**config.mk**
```make
export PLATFORM = sky130hd
export DESIGN_NAME = pulse_peak_finder
export DESIGN_NICKNAME = d
export VERILOG_FILES = /design/src/rtl/pulse_peak_finder.sv
export SDC_FILE = /design/constraint.sdc
export NUM_CORES = 1
export LEC_CHECK = 0
export CAP_MARGIN = 5
export CORE_AREA = 2 2 172 174
export DETAILED_ROUTE_END_ITERATION = 6
export DIE_AREA = 0 0 174 176
export SLEW_MARGIN = 20
export SYNTH_ARGS = -nofsm -noshare
export SYNTH_HDL_FRONTEND = slang
export SYNTH_SLANG_ARGS = --single-unit
```
**constraint.sdc**
```tcl
create_clock -name clk -period 3.1 [get_ports clk]
set_clock_uncertainty 0.15 [all_clocks]
set_input_delay 0.31 -clock clk [delete_from_list [all_inputs] [get_ports clk]]
set_output_delay 0.31 -clock clk [all_outputs]
set_load 0.01 [all_outputs]
```
**src/rtl/pulse_peak_finder.sv**
```systemverilog
`default_nettype none
// pulse_peak_finder: threshold pulse detector emitting {peak amplitude, peak time, width} records
// over valid/ready. Define PEAK_BASELINE_EN to subtract a 16-sample running-average baseline.
module pulse_peak_finder #(
  parameter int DATA_W    = 16,
  parameter int TS_W      = 32,
  parameter int MIN_WIDTH = 2,
  parameter int DEAD_TIME = 8
) (
  input  logic                     clk,
  input  logic                     reset,
  input  logic signed [DATA_W-1:0] in_data,
  input  logic signed [DATA_W-1:0] threshold,
  output logic                     peak_valid,
  input  logic                     peak_ready,
  output logic signed [DATA_W-1:0] peak_amp,
  output logic [TS_W-1:0]          peak_time,
  output logic [7:0]               peak_width,
  output logic [7:0]               drop_cnt
);
  localparam int DC_W = (DEAD_TIME < 2) ? 1 : $clog2(DEAD_TIME + 1);

  localparam logic [1:0] ST_IDLE  = 2'd0;
  localparam logic [1:0] ST_PULSE = 2'd1;
  localparam logic [1:0] ST_DEAD  = 2'd2;

  logic [1:0]               state_q, state_d;
  logic signed [DATA_W-1:0] s_q, max_q, baseline;
  logic [TS_W-1:0]          ts_cnt_q, ts_q, tmax_q;
  logic [7:0]               width_q;
  logic [DC_W-1:0]          dcnt_q;
  logic signed [DATA_W:0]   diff, thr_ext, amp_full;
  logic signed [DATA_W-1:0] amp_sat;
  logic                     above, width_ok, start, track, emit;

  logic                     valid_q;
  logic signed [DATA_W-1:0] amp_q;
  logic [TS_W-1:0]          time_q;
  logic [7:0]               wout_q, drop_q;

  always_ff @(posedge clk) begin
    if (reset) begin
      s_q      <= '0;
      ts_q     <= '0;
      ts_cnt_q <= '0;
    end else begin
      s_q      <= in_data;
      ts_q     <= ts_cnt_q;
      ts_cnt_q <= ts_cnt_q + TS_W'(1);
    end
  end

`ifdef PEAK_BASELINE_EN
  logic signed [DATA_W-1:0] hist_q [16];
  logic signed [DATA_W+3:0] sum_q;

  // The sample that trips the threshold belongs to the pulse, so it is kept out of the window.
  always_ff @(posedge clk) begin
    if (reset) begin
      sum_q <= '0;
      for (int i = 0; i < 16; i++) hist_q[i] <= '0;
    end else if (state_q == ST_IDLE && !above) begin
      sum_q     <= sum_q + {{4{s_q[DATA_W-1]}}, s_q} - {{4{hist_q[15][DATA_W-1]}}, hist_q[15]};
      hist_q[0] <= s_q;
      for (int i = 1; i < 16; i++) hist_q[i] <= hist_q[i-1];
    end
  end

  assign baseline = sum_q[DATA_W+3:4];
`else
  assign baseline = '0;
`endif

  assign diff     = {s_q[DATA_W-1], s_q} - {baseline[DATA_W-1], baseline};
  assign thr_ext  = {threshold[DATA_W-1], threshold};
  assign above    = diff > thr_ext;
  assign width_ok = 32'(width_q) >= MIN_WIDTH;
  assign amp_full = {max_q[DATA_W-1], max_q} - {baseline[DATA_W-1], baseline};

  always_comb begin
    amp_sat = amp_full[DATA_W-1:0];
    if (amp_full[DATA_W] != amp_full[DATA_W-1])
      amp_sat = amp_full[DATA_W] ? {1'b1, {(DATA_W-1){1'b0}}} : {1'b0, {(DATA_W-1){1'b1}}};
  end

  always_ff @(posedge clk) begin
    if (reset) state_q <= ST_IDLE;
    else       state_q <= state_d;
  end

  always_comb begin
    state_d = state_q;
    case (state_q)
      ST_IDLE:  if (above) state_d = ST_PULSE;
      ST_PULSE: if (!above) state_d = (width_ok && DEAD_TIME != 0) ? ST_DEAD : ST_IDLE;
      ST_DEAD:  if (dcnt_q == DC_W'(1)) state_d = ST_IDLE;
      default:  state_d = ST_IDLE;
    endcase
  end

  always_comb begin
    start = (state_q == ST_IDLE)  && above;
    track = (state_q == ST_PULSE) && above;
    emit  = (state_q == ST_PULSE) && !above && width_ok;
  end

  always_ff @(posedge clk) begin
    if (reset) begin
      max_q   <= '0;
      tmax_q  <= '0;
      width_q <= '0;
      dcnt_q  <= '0;
    end else begin
      if (start) begin
        max_q   <= s_q;
        tmax_q  <= ts_q;
        width_q <= 8'd1;
      end else if (track) begin
        if (width_q != 8'hFF) width_q <= width_q + 8'd1;
        if (s_q > max_q) begin
          max_q  <= s_q;
          tmax_q <= ts_q;
        end
      end
      if (emit)                   dcnt_q <= DC_W'(DEAD_TIME);
      else if (state_q == ST_DEAD) dcnt_q <= dcnt_q - DC_W'(1);
    end
  end

  // A held record wins over a new one unless it is being handed off this very cycle.
  always_ff @(posedge clk) begin
    if (reset) begin
      valid_q <= 1'b0;
      amp_q   <= '0;
      time_q  <= '0;
      wout_q  <= '0;
      drop_q  <= '0;
    end else if (emit && valid_q && !peak_ready) begin
      if (drop_q != 8'hFF) drop_q <= drop_q + 8'd1;
    end else if (emit) begin
      valid_q <= 1'b1;
      amp_q   <= amp_sat;
      time_q  <= tmax_q;
      wout_q  <= width_q;
    end else if (valid_q && peak_ready) begin
      valid_q <= 1'b0;
    end
  end

  assign peak_valid = valid_q;
  assign peak_amp   = amp_q;
  assign peak_time  = time_q;
  assign peak_width = wout_q;
  assign drop_cnt   = drop_q;

endmodule
`default_nettype wire

```
==> results.toml, run 1 <==
[timing]
fmax_ghz = 0.342
finalCritPeriodShare_pct = 94.4
maxSlewViolCount = 0
setup_tns_ns = 0
fin_crit_ns = 2.93
relSlewSlack_pct = 52.7
worstMarginPinSlew_ns = 0.709
final_hold_viol_count = 0
finalSetupViolCount = 0

[floorplanning]
initial_core_util_pct = 29.8
die_h_um = 176
dieWidth_um = 174
core_area_mm2 = 0.0285
io_pins = 100
rows = 62
dieArea_mm2 = 0.0306

[finish]
layout.nets = 1081
fin_util_pct = 37.9
synthToLayoutAreaGrowth_pct = 27.2
mostFrequentLayoutCell = "dfxtp_1"
finalInstanceArea_mm2 = 0.0108
fill_cells = 2940
diodes = 0
final_cell_mix = "dfxtp_1, nand2_1, mux2i_1"
drive_gt1_share_pct = 8.12
fin_cells = 1406

[synthesis]
syn_inst = 891
avgSynthCellArea_um2 = 9.54
ys.flop_type = "dfxtp_1"
syn_area_mm2 = 0.00850
ys_types = 51
synth_edf_count = 0
synth_async_sr_flop_share_pct = 0
ys_ff_latch = 207
seq_area_frac_synth_pct = 48.7
syn-num-nets = 964
ys_warn_count = 0

[cts]
holdBufCountCts = 0
clock-sinks = 207
h-tree-depth = 1
cts_tree = "done"
clk_latency_ns = 0.50
clk_pin_slew_ns = 0.06
cts_root_buf = "clkbuf_16"
numCtsBuffers = 23
cts_buffer_depth = 3

[worst_setup_path]
cp_data_arrival_time_ns = 3.13
worstPathMaxFanout = 20
cp-end-kind = "register"
cp-start-kind = "register"
cp_data_required_time_ns = 3.30
setup.worst_path.class = "register to register"

[drt]
via_count = 6192
route.met2.wl_um = 8690
antenna_left = 0
wl_per_cell_um = 13.2
wl_met3_um = 863
firstDrtPassIters = 4
routed_wl_um = 18600
avgViaCountPerCell = 4.40
drt_first_iter_violations = 328
top_layer_used = "met4"
drc = 0
wl_met1_um = 8710

[global_route]
grt_pass1_vias = 6120
antenna_found_initial = 0
grt_usage_pct = 12.0
grt_overflow = 0
grt_start_max_net_pins = 157
grt_first_pass_wirelength_um = 30700

[placed_design]
place_inst = 1362
port_buffers = 99
gp_congestion = 0.771
placed_area_mm2 = 0.0100
dpl.hpwl_um = 12600

[outcome]
status = "finished, final reports clean"

[power]
power_leakage_nw = 4.05
ir_drop_v = 0.000351
power_density_mw_per_mm2 = 531
finalPower_w = 0.00575

[flow_run]
maxCapViolCount = 0

[min_path]
worstHoldPathType = "input port to register"
cell usage after synthesis (2+ instances only):
library cell / instances / area share (%)
a31oi_1: 3 / 0.22
mux2i_1: 106 / 12
nor4_4: 2 / 0.50
buf_1: 2 / 0.088
nand3_1: 20 / 1.2
nor4_1: 7 / 0.52
nor3_1: 5 / 0.29
or3_1: 9 / 0.66
a21oi_1: 25 / 1.5
clkbuf_1: 28 / 1.2
buf_6: 8 / 1.1
o21ai_0: 11 / 0.65
o31ai_1: 5 / 0.44
buf_4: 3 / 0.26
a21o_1: 3 / 0.26
and4_1: 2 / 0.21
mux2_1: 3 / 0.40
and2_1: 3 / 0.22
or2_2: 3 / 0.22
o211ai_1: 2 / 0.18
xor2_1: 20 / 2.1
nand4_1: 17 / 1.3
nor2b_1: 56 / 4.1
or4_1: 4 / 0.35
inv_1: 38 / 1.7
and3_1: 8 / 0.59
xnor2_1: 10 / 1.0
ha_1: 38 / 5.6
dfxtp_1: 207 / 49
nand2_1: 122 / 5.4
nor2_1: 101 / 4.5
through the flow:
step	worst slack [ns]	hold WS, ns
detailed placement	-0.398	0.284
floorplan	0.427	0.271
CTS	0.0467	0.125
global route	-0.0329	0.155
finish	0.174	0.139
global placement	-0.303	0.276
worst max-delay path, cell delays in order (launching register included):
cell and delay, ns:
dfxtp_1 0.36, ha_1 0.32, nand4_1 0.17, buf_4 0.20, a2111o_1 0.34, and3_4 0.22, buf_4 0.14, nor4_4 0.26
clkbuf_8 0.34, mux2i_1 0.22, nor2_1 0.06
worst paths after layout:
check / startpoint / to / slack (ns) / cells past startpoint
max: s_q[14] / peak_amp[14] / 0.17 / 10
min: reset / tmax_q[0] / 0.14 / 4
max reg2reg: s_q[14] / peak_amp[14] / 0.17 / 10
min reg2reg: ts_q[28] / tmax_q[28] / 0.28 / 2
sequential cells by signal, indices dropped and copies added (netlist names):
name and flops:
max_q 16, state_q 2, width_q 8, peak_time 32, s_q 16, ts_q 32, ts_cnt_q 32, peak_amp 16
drop_cnt 8, tmax_q 32, peak_width 8, peak_valid 1, dcnt_q 4
report_power, final:
group,internal (W),switching (W)
logic,0.000235,0.000262
clock network,0.00148,0.00103
registers,0.00270,0.0000373
total,0.00442,0.00133
layer usage:
metal | track usage, % | up-vias
li1 | - | 3215
met1 | 15.4 | 2856
met2 | 20.4 | 99
met3 | 2.52 | 22
met4 | 3.12 | 0
met5 | 0 | -
area by class of cell:
type                            instances  area, um^2  area share (%)
Clock buffer                           34         667            6.17
Clock inverter                          5        32.5           0.301
Inverter                               39         146            1.35
Multi-Input combinational cell        603        4000            37.0
Sequential cell                       207        4140            38.3
Tap cell                              384         480            4.44
Timing Repair Buffer                  134        1350            12.5
repair_timing:
| action | CTS | global route |
|---|---|---|
| setup endpoints to repair | 0 | 105 |
| buffers inserted | 0 | 4 |
| gates resized for setup | 0 | 9 |
logic make-up after synthesis:
| family | share of synthesized area (%) |
|---|---|
| simple gates | 20.4 |
| flops | 48.7 |
| mux | 12.9 |
| buf+inv | 4.43 |
| compound gates | 4.89 |
| fa+ha+maj | 5.59 |
| xor+xnor | 3.09 |
Power figures use the tool's default switching activity.
==> run 2: changes to the inputs <==
--- a/config.mk
+++ b/config.mk
@@ -9,6 +9,8 @@
 export CORE_AREA = 2 2 172 174
 export DETAILED_ROUTE_END_ITERATION = 6
 export DIE_AREA = 0 0 174 176
+export GPL_TIMING_DRIVEN = 1
+export SETUP_SLACK_MARGIN = 0.02
 export SLEW_MARGIN = 20
 export SYNTH_ARGS = -nofsm -noshare
 export SYNTH_HDL_FRONTEND = slang
==> run 2 against run 1 <==
Against the previous run:
- critical path depth is 1 higher
- routed wire length hardly changed
- core utilization hardly changed
- count of clock-buffer cells in the layout stayed put
- first-iteration DRC count is 7.9% lower
- largest power group unchanged
==> results.toml, run 2 (same netlist as run 1, synthesis figures left out) <==
[cts]
cts_buffer_depth = 3
h-tree-depth = 1
numCtsBuffers = 23
clock-sinks = 207
cts_tree = "done"
clk_latency_ns = 0.50
cts_root_buf = "clkbuf_16"
holdBufCountCts = 0
clk_pin_slew_ns = 0.06

[timing]
fin_crit_ns = 2.92
rsz0062_at_grt = "yes"
finalSetupViolCount = 0
finalCritPeriodShare_pct = 94.1
hold_ws_ns = 0.139
setup_tns_ns = 0
final_hold_viol_count = 0
relSlewSlack_pct = 52.5
fmax_ghz = 0.343
worstMarginPinSlew_ns = 0.712
maxSlewViolCount = 0

[worst_setup_path]
cp-start-kind = "register"
cp_data_arrival_time_ns = 3.18
worstPathMaxFanout = 14
r2r_end = "tmax_q[19]"
ff2ff_path_depth = 11
setup.worst_path.class = "register to register"
reg2reg_from = "max_q[11]"
cp-end-kind = "register"
cp_data_required_time_ns = 3.36
crit_start = "max_q[11]"
r2r_setup_slack_ns = 0.18

[placed_design]
dpl.hpwl_um = 12600
gp_congestion = 0.771
place_inst = 1362
port_buffers = 99

[global_route]
grt_first_pass_wirelength_um = 30700
grt_pass1_vias = 6120
grt_start_max_net_pins = 157
grt_usage_pct = 12.0
grt_overflow = 0
antenna_found_initial = 0

[power]
power_density_mw_per_mm2 = 531
power_leakage_nw = 4.06
finalPower_w = 0.00575
ir_drop_v = 0.000351

[drt]
via_count = 6178
firstDrtPassIters = 5
wl_per_cell_um = 13.2
drt_first_iter_violations = 302
routed_wl_um = 18600
drc = 0
antenna_left = 0
avgViaCountPerCell = 4.39

[min_path]
min_from = "reset"
whs_endpoint = "tmax_q[0]"
worstHoldPathType = "input port to register"
min_delay_path_depth = 4

[floorplanning]
rows = 62
initial_core_util_pct = 29.8
core_area_mm2 = 0.0285
dieArea_mm2 = 0.0306
dieWidth_um = 174
die_h_um = 176
io_pins = 100

[finish]
fin_cells = 1407
layout.nets = 1082
multi_input_area_mm2 = 0.00400
register_area_mm2 = 0.00414
drive_gt1_share_pct = 8.31
fill_cells = 2937
diodes = 0
final_cell_mix = "dfxtp_1, nand2_1, mux2i_1"
mostFrequentLayoutCell = "dfxtp_1"
synthToLayoutAreaGrowth_pct = 27.4

[outcome]
status = "finished, final reports clean"

[flow_run]
maxCapViolCount = 0
run 2: cell type report:
cell class | count | share of cell area, %
inverter | 39 | 1.35
tap | 384 | 4.44
clock buffer | 34 | 6.16
sequential | 207 | 38.3
multi-input combinational | 603 | 37.0
timing repair buffer | 135 | 12.5
clock inverter | 5 | 0.300
run 2: what timing repair did:
action,CTS,global route
resized for setup,0,10
endpoints found under the setup margin,0,108
buffers inserted,0,5
run 2: power breakdown:
part	switching (W)	internal (W)
clock	0.00103	0.00148
sequential	0.0000372	0.00270
combinational	0.000263	0.000236
total	0.00133	0.00442
run 2: metal layers:
| layer | share of wire [%] | vias up | global-route usage, % |
|---|---|---|---|
| met4 | 1.7 | 0 | 3.12 |
| met1 | 47 | 2846 | 15.4 |
| met5 | 0 | - | 0 |
| li1 | - | 3218 | - |
| met2 | 47 | 92 | 20.4 |
| met3 | 4.7 | 22 | 2.52 |
run 2: critical path: stages (launching register included):
cell	delay, ns
dfxtp_1	0.35
inv_1	0.05
ha_1	0.30
nand4_1	0.17
nor4_2	0.36
a21boi_0	0.25
a2111oi_1	0.09
mux2i_1	0.20
a211oi_4	0.33
buf_4	0.18
buf_12	0.16
mux2i_1	0.22
run 2: worst max-delay path by stage:
stage | to | slack [ns] | depth (start not counted)
4_1_cts | peak_amp[14] | 0.05 | 10
2_1_floorplan | drop_cnt[5] | 0.43 | 10
6_report | tmax_q[19] | 0.18 | 11
3_5_place_dp | peak_amp[14] | -0.40 | 12
3_3_place_gp | peak_amp[1] | -0.30 | 12
5_1_grt | tmax_q[19] | -0.007 | 11
run 2: per-stage QoR:
step | util [%] | instance area [um^2] | setup slack (ns)
detailed placement | 35.1 | 10000 | -0.398
global route | 37.9 | 10800 | -0.00744
CTS | 37.6 | 10700 | 0.0467
finish | 37.9 | 10800 | 0.183
floorplan | - | 8500 | 0.427
global placement | 35.1 | 10000 | -0.303
==> run 3: changes to the inputs <==
==> constraint.sdc (replaced) <==
create_clock -name clk -period 3.3 [get_ports clk]
set_clock_uncertainty 0.15 [all_clocks]
set_input_delay 0.33 -clock clk [delete_from_list [all_inputs] [get_ports clk]]
set_output_delay 0.33 -clock clk [all_outputs]
set_load 0.01 [all_outputs]
==> run 3 against run 2 <==
Against the previous run:
- global-route usage decreased by 0.11 points
- combinational power decreased by 13%
- cell count decreased by 0.28%
- fmax decreased by 1.3%
- setup slack improved by 0.16 ns
==> results.toml, run 3 (same netlist as run 1, synthesis figures left out) <==
[worst_setup_path]
r2r_setup_slack_ns = 0.35
critPathBufInv = 2
max_stage_delay_ns = 0.45
worstPathMaxFanout = 32
setup.worst_path.class = "register to register"
cp_slowest_cell = "nor4_1"
crit_start = "max_q[15]"
critPathTopFamily = "compound AO/OA/AOI/OAI gates"
crit_chain = "inv_1 -> ha_1 -> nand4_1 -> nor4_1 -> a21boi_0 -> a2111oi_1 -> mux2i_1 -> a211oi_4 -> buf_12 -> mux2i_1"
path_common_cell = "mux2i_1"
path_depth = 10
reg2reg_from = "max_q[15]"
cp_data_required_time_ns = 3.58
ff2ff_path_depth = 10
cp_data_arrival_time_ns = 3.23
r2r_end = "tmax_q[12]"
cp-start-kind = "register"
crit_end = "tmax_q[12]"
cp-end-kind = "register"

[floorplanning]
io_pins = 100
dieWidth_um = 174
die_h_um = 176
rows = 62
initial_core_util_pct = 29.8
dieArea_mm2 = 0.0306
core_area_mm2 = 0.0285

[placed_design]
port_buffers = 99
gp_congestion = 0.750
place_inst = 1362
dpl.hpwl_um = 12800
pre_cts_slack_ns = -0.145

[cts]
cts_tree = "done"
clock-sinks = 207
cts.repair.resized = 0
postCtsSetupRepairBufs = 0
holdBufCountCts = 0
cts_buffer_depth = 3
h-tree-depth = 1
numCtsBuffers = 23
cts_root_buf = "clkbuf_16"
clk_latency_ns = 0.50
clk_pin_slew_ns = 0.06

[finish]
fin_cells = 1403
layout.nets = 1076
synthToLayoutAreaGrowth_pct = 27.6
drive_gt1_share_pct = 8.15
mostFrequentLayoutCell = "dfxtp_1"
diodes = 0
final_cell_mix = "dfxtp_1, nand2_1, mux2i_1"

[drt]
antenna_left = 0
firstDrtPassIters = 4
avgViaCountPerCell = 4.45
drt_first_iter_violations = 346
wl_per_cell_um = 13.0
drc = 0
via_count = 6241
routed_wl_um = 18300

[timing]
relSlewSlack_pct = 36.8
finalSetupViolCount = 0
fin_ws_ns = 0.346
rsz0062_at_grt = "no"
final_hold_viol_count = 0
maxSlewViolCount = 0
fmax_ghz = 0.339
fin_crit_ns = 2.95
finalCritPeriodShare_pct = 89.5
worstMarginPinSlew_ns = 0.948

[global_route]
grt_start_max_net_pins = 93
grt_overflow = 0
grt_first_pass_wirelength_um = 30400
grt_usage_pct = 11.9
antenna_found_initial = 0
grt_pass1_vias = 6029

[power]
power_density_mw_per_mm2 = 513
ir_drop_v = 0.000314
power_leakage_nw = 4.07

[outcome]
status = "finished, final reports clean"

[flow_run]
maxCapViolCount = 0

[min_path]
worstHoldPathType = "input port to register"
==> run 3: changes by cell type in the layout (fill, tap and decap cells not counted), moves of 2 or more <==
cell	change
buf_12	+3
buf_4	-4
buf_6	-3
clkbuf_1	-6
clkbuf_8	+4
clkinv_2	+2
nor4_1	+2
nor4_2	-2
==> run 3: worst reg2reg max path, delay by kind of cell, from the launching register on <==
kind	cells	cell delay (ns)
AND/OR/NAND/NOR	2	0.62
multiplexers	2	0.44
flip-flops	1	0.36
adder cells (fa/ha/maj)	1	0.31
AO/OA/AOI/OAI	3	0.67
buffers and inverters	2	0.34
==> run 3: routing by layer <==
| layer | part of all wire (%) | track usage [%] | vias to the layer above |
|---|---|---|---|
| li1 | - | - | 3212 |
| met1 | 46 | 15.4 | 2907 |
| met2 | 47 | 19.9 | 88 |
| met3 | 3.9 | 2.20 | 34 |
| met4 | 2.7 | 4.17 | 0 |
| met5 | 0 | 0 | - |
==> run 3: power by group <==
group	internal (W)	switching (W)	total [W]
Clock	0.00157	0.000992	0.00257
Combinational	0.000199	0.000233	0.000432
Sequential	0.00254	0.0000349	0.00257
Total	0.00431	0.00126	0.00557
==> run 3: per-stage QoR <==
stage | hold WS (ns) | util, % | total power, W | TNS (ns) | instance area (um^2)
2_1_floorplan | 0.271 | - | 0.00292 | 0 | 8500
3_3_place_gp | 0.276 | 35.3 | 0.00306 | -2.48 | 10100
3_5_place_dp | 0.282 | 35.3 | 0.00306 | -8.69 | 10100
4_1_cts | 0.225 | 38.0 | 0.00564 | 0 | 10800
5_1_grt | 0.234 | 38.0 | 0.00580 | 0 | 10800
6_report | 0.237 | 38.0 | 0.00557 | 0 | 10800
==> run 3: how the worst min path moves through the flow <==
stage	slack (ns)	end	startpoint	depth (start not counted)
after global placement	0.28	tmax_q[13]	ts_q[13]	2
after floorplan	0.27	ts_cnt_q[0]	ts_cnt_q[0]	1
after detailed placement	0.28	tmax_q[13]	ts_q[13]	2
final	0.24	s_q[5]	in_data[5]	2
after CTS	0.23	s_q[5]	in_data[5]	2
after global routing	0.23	s_q[5]	in_data[5]	2
==> run 3: cell type report <==
type	instances	area (um^2)
Clock buffer	33	713
Tap cell	384	480
Timing Repair Buffer	129	1310
Inverter	39	146
Multi-Input combinational cell	603	3980
Fill cell	2889	17700
Sequential cell	207	4140
Clock inverter	8	71.3
